<file path="src/rtl/fdivsqrt_resbuf_pkg.sv">
// ============================================================================
//  Module      : fdivsqrt_resbuf_pkg
//  Description : Widths and the buffered result record for the div/sqrt
//                result buffer.
//  Revision    : 1.0 - initial release
// ============================================================================
`default_nettype none

package fdivsqrt_resbuf_pkg;

    localparam int DIVB    = 23;
    localparam int NE      = 8;
    localparam int XLEN    = 32;
    localparam int FMTBITS = 2;
    localparam int RD_W    = 5;

    typedef struct packed {
        logic [DIVB:0]        Um;
        logic [NE+1:0]        Ue;
        logic                 Sticky;
        logic [XLEN-1:0]      IntRes;
        logic                 IntDiv;
        logic [FMTBITS-1:0]   Fmt;
        logic [RD_W-1:0]      Rd;
    } divres_t;

    localparam int DIVRES_W = $bits(divres_t);

endpackage

`default_nettype wire

</file>
<file path="src/rtl/fdivsqrt_resbuf_ptr.sv">
// ============================================================================
//  Module      : divres_ptr
//  Description : Modulo-DEPTH pointer with enable and synchronous clear.
//  Revision    : 1.0 - initial release
// ============================================================================
`default_nettype none

module divres_ptr #(
    parameter int DEPTH = 2,
    parameter int PTR_W = 1
) (
    input  logic             clk,
    input  logic             rst,
    input  logic             i_clr,
    input  logic             i_en,
    output logic [PTR_W-1:0] o_ptr
);

    logic [PTR_W-1:0] r_ptr;

    // Explicit wrap so non-power-of-two depths stay in range.
    always_ff @(posedge clk) begin
        if (rst || i_clr) begin
            r_ptr <= '0;
        end else if (i_en) begin
            if (r_ptr == PTR_W'(DEPTH - 1)) begin
                r_ptr <= '0;
            end else begin
                r_ptr <= r_ptr + PTR_W'(1);
            end
        end
    end

    assign o_ptr = r_ptr;

endmodule

`default_nettype wire

</file>
<file path="src/rtl/fdivsqrt_resbuf.sv">
// ============================================================================
//  Module      : fdivsqrt_resbuf
//  Description : In-order result FIFO between the div/rem/sqrt unit and the
//                writeback port, with backpressure and sticky overflow flag.
//  Revision    : 1.0 - initial release
// ============================================================================
`default_nettype none

module fdivsqrt_resbuf
    import fdivsqrt_resbuf_pkg::*;
#(
    parameter int DEPTH = 2,
    parameter int TAGW  = RD_W
) (
    input  logic                clk,
    input  logic                reset,
    input  logic                FDivDoneM,
    input  logic [DIVB:0]       UmM,
    input  logic [NE+1:0]       UeM,
    input  logic                DivStickyM,
    input  logic [XLEN-1:0]     FIntDivResultM,
    input  logic                IntDivM,
    input  logic [FMTBITS-1:0]  FmtM,
    input  logic [TAGW-1:0]     RdM,
    input  logic                FlushBuf,
    input  logic                WbReady,
    output logic                WbValid,
    output logic [DIVB:0]       WbUm,
    output logic [NE+1:0]       WbUe,
    output logic                WbSticky,
    output logic [XLEN-1:0]     WbIntRes,
    output logic                WbIntDiv,
    output logic [FMTBITS-1:0]  WbFmt,
    output logic [TAGW-1:0]     WbRd,
    output logic                BufFull,
    output logic                BufOverflow
);

    localparam int PTR_W = (DEPTH > 1) ? $clog2(DEPTH) : 1;
    localparam int CNT_W = $clog2(DEPTH + 1);

    logic [PTR_W-1:0] w_head;
    logic [PTR_W-1:0] w_tail;
    logic [CNT_W-1:0] r_count;
    logic             r_ovf;
    divres_t          r_mem [DEPTH];

    logic    w_valid, w_full, w_push, w_pop, w_wr, w_drop;
    divres_t w_in, w_head_ent;

    assign w_in = '{Um: UmM, Ue: UeM, Sticky: DivStickyM, IntRes: FIntDivResultM,
                    IntDiv: IntDivM, Fmt: FmtM, Rd: RdM};

    assign w_valid = (r_count != '0);
    assign w_full  = (r_count == CNT_W'(DEPTH));
    assign w_push  = FDivDoneM & ~FlushBuf;
    assign w_pop   = w_valid & WbReady & ~FlushBuf;
    // A push into a full buffer only lands if the head leaves in the same cycle.
    assign w_wr    = w_push & (~w_full | w_pop);
    assign w_drop  = w_push & w_full & ~w_pop;

    always_ff @(posedge clk) begin
        if (reset) begin
            r_count <= '0;
            r_ovf   <= 1'b0;
            for (int i = 0; i < DEPTH; i++) begin
                r_mem[i] <= '0;
            end
        end else begin
            if (w_drop) begin
                r_ovf <= 1'b1;
            end
            if (FlushBuf) begin
                r_count <= '0;
            end else if (w_wr && !w_pop) begin
                r_count <= r_count + CNT_W'(1);
            end else if (w_pop && !w_wr) begin
                r_count <= r_count - CNT_W'(1);
            end
            if (w_wr) begin
                r_mem[w_tail] <= w_in;
            end
        end
    end

    divres_ptr #(.DEPTH(DEPTH), .PTR_W(PTR_W)) u_head (
        .clk   (clk),
        .rst   (reset),
        .i_clr (FlushBuf),
        .i_en  (w_pop),
        .o_ptr (w_head)
    );

    divres_ptr #(.DEPTH(DEPTH), .PTR_W(PTR_W)) u_tail (
        .clk   (clk),
        .rst   (reset),
        .i_clr (FlushBuf),
        .i_en  (w_wr),
        .o_ptr (w_tail)
    );

    // Empty buffer presents zeros rather than stale storage.
    assign w_head_ent = w_valid ? r_mem[w_head] : '0;

    assign WbValid     = w_valid;
    assign WbUm        = w_head_ent.Um;
    assign WbUe        = w_head_ent.Ue;
    assign WbSticky    = w_head_ent.Sticky;
    assign WbIntRes    = w_head_ent.IntRes;
    assign WbIntDiv    = w_head_ent.IntDiv;
    assign WbFmt       = w_head_ent.Fmt;
    assign WbRd        = w_head_ent.Rd;
    assign BufFull     = w_full;
    assign BufOverflow = r_ovf;

endmodule

`default_nettype wire

</file>
<file path="config.mk">
export PLATFORM = sky130hd
export DESIGN_NAME = fdivsqrt_resbuf
export DESIGN_NICKNAME = d
export VERILOG_FILES = /design/src/rtl/fdivsqrt_resbuf_pkg.sv /design/src/rtl/fdivsqrt_resbuf_ptr.sv /design/src/rtl/fdivsqrt_resbuf.sv
export SDC_FILE = /design/constraint.sdc
export NUM_CORES = 1
export LEC_CHECK = 0
export BUFFER_PORTS_ARGS = -buffer_cell sky130_fd_sc_hd__buf_2
export CORE_MARGIN = 4
export CORE_UTILIZATION = 54
export DETAILED_ROUTE_END_ITERATION = 8
export GPL_TIMING_DRIVEN = 1
export PLACE_DENSITY = 0.92
export REMOVE_ABC_BUFFERS = 1
export SYNTH_ARGS = -nofsm -noshare
export SYNTH_HDL_FRONTEND = slang
export SYNTH_SLANG_ARGS = --single-unit
export TNS_END_PERCENT = 30
</file>
<file path="constraint.sdc">
create_clock -name clk -period 4.35 [get_ports clk]
set_clock_uncertainty 0.15 [all_clocks]
set_input_delay 0.6525 -clock clk [delete_from_list [all_inputs] [get_ports clk]]
set_output_delay 0.6525 -clock clk [all_outputs]
set_load 0.05 [all_outputs]
</file>
Word-level counts from Yosys, hierarchy flattened
Memory sizes are Yosys's and may differ from the RTL's. A register that Yosys moved wholly into a read port is not among the register bits. Index checks and enable logic that the tools add are counted.

Bits in registers: 5. Bits in writable memories: 150. Output and inout port bits: 78. Word-level logic and storage cells: 44. Memories: 1.

Add/subtract/negate cells: 4. Equal/unequal tests: 1. Multiplexer cells: 15. Bitwise operators: 10. Reductions and logical operators: 9.

Memory list: r_mem (depth 2, width 75, read ports 1, clocked after memory_dff 1, write ports 2, line fdivsqrt_resbuf.sv:46) `divres_t r_mem [DEPTH];`.

Operators with widths (count): 75-bit two-way mux (2); 75-bit OR reduction (1); 1-bit two-way mux (11); 1-bit AND (6); 2-bit two-way mux (2); 2-bit nonzero test (2); 1-bit inverter (3); 1-bit adder, second input constant (2); 2-bit by 1-bit adder with 2-bit output, second input constant (1); 2-bit equality test, second input constant (1); 1-bit logical AND (2); 1-bit logical NOT (2); 2-bit OR reduction (1); 2-bit by 1-bit subtractor with 2-bit output, second input constant (1); 1-bit logical OR (1); 1-bit OR (1).

Depth between registers and ports, before layout
Gate-level depths: netlist of run 1.

Depth in word-level cells: 10. Mapped depth: 6.

Cells and area by module
Synthesis of run 1 repeated with hierarchy kept, for this count alone.

Cell total of the unflattened synthesis: 514. Area, all modules: 6991.7 um2.

Modules (own cells, without submodules): fdivsqrt_resbuf (instances 1, cells each 508, area each 6914.1 um2, sequential area each 4564.4 um2); divres_ptr (instances 2, cells each 3, area each 38.8 um2, sequential area each 20.0 um2).

Least setup slack after synthesis of run 1
No wires, ideal clock.

Path type: input to register. From: input port FlushBuf. To: memory r_mem[0][0] (netlist bit) (enable). Library setup time: 0.446 ns. Data arrival time: 3.089 ns. Path slack: 0.665 ns. Cell stages on the path: 5. Buffers on the path: 2. Cell sequence: nand2b_1 > or3_1 > buf_2 > buf_6 > nand2b_1.

RTL lines: start, declared (line fdivsqrt_resbuf.sv:25) `input logic FlushBuf,`; end, declared (line fdivsqrt_resbuf.sv:46).

Final worst setup path of run 1
From: register r_count[0]. To: output port WbIntRes[6].

Cells in the longest elaborated chain, start to end: 2.

Ends and longest elaborated chain: start, declared (line fdivsqrt_resbuf.sv:44) `logic [CNT_W-1:0] r_count;`; start signal, assigned (line fdivsqrt_resbuf.sv:76) `r_count <= r_count + CNT_W'(1);`; start signal, assigned (line fdivsqrt_resbuf.sv:78) `r_count <= r_count - CNT_W'(1);`; 2-bit nonzero test (line fdivsqrt_resbuf.sv:54) `assign w_valid = (r_count != '0);`; 75-bit two-way mux (line fdivsqrt_resbuf.sv:103) `assign w_head_ent = w_valid ? r_mem[w_head] : '0;`; end, declared (line fdivsqrt_resbuf.sv:31) `output logic [XLEN-1:0] WbIntRes,`.

Every way passes these cells.

==> reports/metrics.cfg, run 1 <==
[finish]
syn_to_final_growth_pct=19.71
fin_util=0.6648
antenna-diode-count=0
nets=822
drive_gt1_frac=0.2613
final_area_sq_mm=0.008458

[route]
wl_um=14060
drt_iter0_markers=466
route.vias.total=4688
wl_per_cell_um=15.18
first_pass_iters=7
drc=0
ant_nets=0
viasPerCell=5.063

[logic_synthesis]
syn_avg_cell_area_sq_um=11.76
synth-edff-count=150
synth-seq-cells=156
synth-compound-area-share=0.004250
synth_top_family_by_area=simple AND/OR/NAND/NOR gates
synthAdderAreaFrac=0.001771
synth_common_cells=nor2_1, edfxtp_1, nand2b_1
ys_seq_area_frac=0.6545
synth_area_leaders=edfxtp_1, nor2_1, mux2i_1
ys_async_sr_fraction=0
synthDistinctLibCells=19
muxShareOfSynthArea=0.1063
syn_area_sq_mm=0.007066
synth.largest_area_cell=edfxtp_1
synth-main-ff-cell=edfxtp_1
synth-xor-area-share=0.003719
yosys_warnings=0
synthMostInstantiatedCell=nor2_1
syn_inst=601
synth_simple_gate_area_frac=0.1999
synth_top_area_share=0.6375

[floorplanning]
die_y_um=122.4
dieArea_sq_mm=0.01498
num_rows=41
io_pins=158
die-width_um=122.4
fp.coreArea_sq_mm=0.01272
start_util=0.5554

[clock_network]
clk_path_buf_depth=2
cts_buffers=17
cts_tree=built
postCtsHoldBufs=0
post-cts-setup-buffers=0
path_clk_slew_ns=0.06
cts_resized=0
htreeDepth=4
clock_sinks=156
cts-root-buf=clkbuf_16
clock_latency_ns=0.41

[pwr]
p_sw_mw=0.8259
p_seq_frac=0.518
p_per_area_mw_per_mm2=399.7
peakVddDrop_v=0.0001893
clkPwrFrac=0.378
p_int_mw=2.555
combPwrFrac=0.104
leakage_nw=3.267
swShare=0.2443

[sta]
slew_headroom=0.2853
fmax_mhz=335.4
whs_ns=0.3572
setup_tns_ns=0
rsz0062_at_grt=no
fin_crit_ns=2.982
fin_crit_sh=0.6854
maxSlewViolCount=0
worst_slew_pin_slew_ns=1.072
hold_viol=0
setup_viol=0

[global_route]
antenna_found_initial=0
grt_use_total=0.1892
grt-ovfl-total=0
grt_max_degree=77
grt_pass1_vias=4590
grt_pass1_wl_um=21880

[flow_run]
drv_cap=0

[critical_path]
rr_endpoint=r_mem[0][61]
cp_data_arrival_time_ns=2.18
critPathMaxFanout=30
cp.required_ns=3.55
end_kind=output pin
path_class=flop to output pin
r2r_start=r_count[0]
timing.critical_path.from_type=flop
ff2ff_path_depth=3
rrSetupSlack_ns=1.83

[placed_design]
gp_congestion=0.7498
postPlaceCellArea_sq_mm=0.007946
io_buffers=157
dp.final_hpwl_um=8547

[outcome]
status=complete, no violations

[min_path]
hold_class=flop to flop
holdPathStages=2
worstHoldStart=u_head.o_ptr

==> layout make-up <==
cell class,instances,area (sq um)
clock buffers,20,436.7
flip-flops and latches,156,4628
inverters,1,3.754
fillers,960,4264
multi-input cells,402,2256
repair buffers,163,843.3
clock inverters,12,75.07
well taps,172,215.2
==> routing by layer <==
layer,vias to the layer above,track usage,share of wire
met5,-,0,0
met4,0,0.06578,0.0075
met3,12,0.03963,0.064
met2,155,0.3298,0.51
met1,2206,0.2345,0.42
li1,2315,-,-
==> cell usage in the layout (no fill, tap or decap) <==
| cell | count |
|---|---|
| nor2b_1 | 2 |
| buf_12 | 1 |
| or2_2 | 2 |
| xor2_1 | 3 |
| inv_6 | 1 |
| o21ai_0 | 3 |
| clkbuf_1 | 3 |
| nand3b_1 | 1 |
| dfxtp_4 | 1 |
| nand2b_1 | 76 |
| ha_1 | 1 |
| edfxtp_1 | 150 |
| mux2i_1 | 75 |
| a21oi_1 | 3 |
| nor2_4 | 1 |
| clkinvlp_4 | 6 |
| clkinv_2 | 2 |
| inv_1 | 1 |
| buf_4 | 5 |
| buf_2 | 157 |
| dfxtp_1 | 5 |
| clkinv_1 | 3 |
| or3_2 | 1 |
| clkbuf_16 | 17 |
| nor2_1 | 230 |
| nor3b_2 | 1 |
| or3_1 | 1 |
| nand2b_4 | 2 |
==> flip-flops by register name (all words and copies together), names as in the netlist, named ones only <==
signal / flops
r_count: 2
u_head.o_ptr: 1
r_mem: 150
u_tail.o_ptr: 1
BufOverflow: 1
==> critical path, cell delays in order (launching register included) <==
cell and delay, ns:
dfxtp_1 0.40, nor2_4 0.62, buf_4 0.43, nor2_1 0.10
buf_2 0.22
==> metrics by stage <==
| stage | setup WS, ns | total power [mW] | cells |
|---|---|---|---|
| final | 1.368 | 3.380 | 926 |
| after global routing | 1.190 | 3.501 | 926 |
| after CTS | 1.307 | 3.404 | 926 |
| after detailed placement | 1.563 | 2.139 | 894 |
| after global placement | 1.608 | 2.129 | 894 |
| after floorplan | -0.7531 | 2.019 | 559 |
==> cell families after synthesis <==
group | after synthesis
AO/OA/AOI/OAI | 6
buffers and inverters | 43
XOR/XNOR | 3
multiplexers | 75
adder cells (fa/ha/maj) | 1
flip-flops | 156
AND/OR/NAND/NOR | 317
==> how the worst max path moves through the flow <==
| stage | start | end | slack (ns) | cells past startpoint |
|---|---|---|---|---|
| 2_1_floorplan | FDivDoneM | r_mem[1][0] | -0.75 | 3 |
| 3_3_place_gp | FlushBuf | r_mem[0][63] | 1.61 | 4 |
| 3_5_place_dp | FlushBuf | r_mem[0][35] | 1.56 | 4 |
| 4_1_cts | r_count[0] | WbIntRes[21] | 1.31 | 4 |
| 5_1_grt | r_count[0] | WbIntRes[6] | 1.19 | 4 |
| 6_report | r_count[0] | WbIntRes[6] | 1.37 | 4 |
==> power by group through the flow <==
| stage | logic [mW] | registers, mW | clock network (mW) |
|---|---|---|---|
| after floorplan | 0.235 | 1.78 | 0 |
| after global placement | 0.350 | 1.78 | 0 |
| after detailed placement | 0.355 | 1.78 | 0 |
| after CTS | 0.356 | 1.75 | 1.29 |
| after global routing | 0.382 | 1.76 | 1.36 |
| final | 0.351 | 1.75 | 1.28 |
No activity file was read; power rests on OpenSTA's default activity.
==> inputs of run 2 (changes only) <==
==> constraint.sdc (replaced) <==
create_clock -name clk -period 2.9 [get_ports clk]
set_clock_uncertainty 0.15 [all_clocks]
set_input_delay 0.435 -clock clk [delete_from_list [all_inputs] [get_ports clk]]
set_output_delay 0.435 -clock clk [all_outputs]
set_load 0.05 [all_outputs]
==> reports/metrics.cfg, run 2 (synthesized netlist as in run 1, its figures left out) <==
[outcome]
status=complete, no violations

[global_route]
grt_use_total=0.2032
grt_max_degree=77
grt-ovfl-total=0
grt_pass1_wl_um=23070
antenna_found_initial=0
grt_pass1_vias=4747

[route]
ant_nets=0
route.vias.total=4778
wl_um=14920
first_pass_iters=5
wl_per_cell_um=15.97
viasPerCell=5.116
drt_iter0_markers=361
drc=0

[clock_network]
clk_path_buf_depth=2
cts_resized=0
clock_latency_ns=0.41
clock_sinks=156
post-cts-setup-buffers=0
path_clk_slew_ns=0.06
htreeDepth=4
cts_buffers=17
cts-root-buf=clkbuf_16
cts_tree=built
postCtsHoldBufs=0

[critical_path]
critPathMaxFanout=69
cp_data_arrival_time_ns=2.02
path_class=flop to output pin
slowest_stage=buf_4
ff2ff_path_depth=4
timing.critical_path.from_type=flop
cp.required_ns=2.32
path_cells=nor2_4, buf_4, nor2_1, buf_2
end_kind=output pin
cp_slowest_stage_delay_ns=0.59

[finish]
largest_reg_flops=150
n_fill_cell=940
final_area_sq_mm=0.008606
nets=830
final_common_cell=nor2_1
antenna-diode-count=0
syn_to_final_growth_pct=21.80
regMostFlops=r_mem
top_regs=r_mem x150, r_count x2
final_cell_mix=nor2_1, buf_2, edfxtp_1
drive_gt1_frac=0.2703

[sta]
fin_crit_sh=0.8996
setup_tns_ns=0
slew_headroom=0.4374
setup_viol=0
rsz0062_at_grt=no
fmax_mhz=383.3
setup_slack_ns=0.2911
worst_slew_pin_slew_ns=0.8440
fin_crit_ns=2.609
maxSlewViolCount=0
whs_ns=0.1904
hold_viol=0

[min_path]
holdPathStages=3
hold_class=input pin to flop

[floorplanning]
start_util=0.5554
num_rows=41
io_pins=158
fp.coreArea_sq_mm=0.01272
die-width_um=122.4
die_y_um=122.4
dieArea_sq_mm=0.01498

[pwr]
peakVddDrop_v=0.0004154
leakage_nw=3.351
p_total_mw=5.276
p_per_area_mw_per_mm2=613.1

[placed_design]
pre_cts_slack_ns=0.6105
gp_congestion=0.7566
io_buffers=157
postPlaceCellArea_sq_mm=0.008044
dp.final_hpwl_um=9632

[flow_run]
drv_cap=0

## run 2: critical path, delay by kind of cell, from the launching register on
family / cells / cell delay, ns
buf+inv: 2 / 0.83
flops: 1 / 0.40
simple gates: 2 / 0.33
## run 2: where the power goes
group | internal, mW | total, mW | switching [mW]
Sequential | 2.59 | 2.63 | 0.0383
Combinational | 0.168 | 0.548 | 0.379
Clock | 1.26 | 2.10 | 0.839
Total | 4.02 | 5.28 | 1.26
## run 2: final timing paths
kind	startpoint	end	slack, ns
setup / recovery	r_count[0]	WbUm[3]	0.29
hold reg to reg	BufOverflow	BufOverflow	0.33
hold / removal	FIntDivResultM[21]	r_mem[1][29]	0.19
setup reg to reg	r_count[1]	r_mem[0][18]	0.62
## run 2: stage by stage
stage	instances	util
final	934	0.6764
after global routing	934	0.6764
after CTS	934	0.6764
after detailed placement	902	0.6323
after global placement	902	0.6323
after floorplan	559	-
## run 2: layout make-up
| class | instances | area, sq um | share of cell area |
|---|---|---|---|
| clock buffers | 21 | 440.4 | 0.05118 |
| clock inverters | 11 | 121.4 | 0.01410 |
| inverters | 1 | 3.754 | 0.0004362 |
| multi-input cells | 402 | 2256 | 0.2621 |
| flip-flops and latches | 156 | 4628 | 0.5378 |
| well taps | 172 | 215.2 | 0.02501 |
| repair buffers | 171 | 940.9 | 0.1093 |
## run 2: per-layer routing
layer,track usage,vias to the layer above,share of wire,routed length (um)
li1,-,2319,-,-
met1,0.2588,2246,0.41,6121
met2,0.3342,184,0.49,7368
met3,0.04608,29,0.071,1060
met4,0.09097,0,0.025,369
met5,0,-,0,0
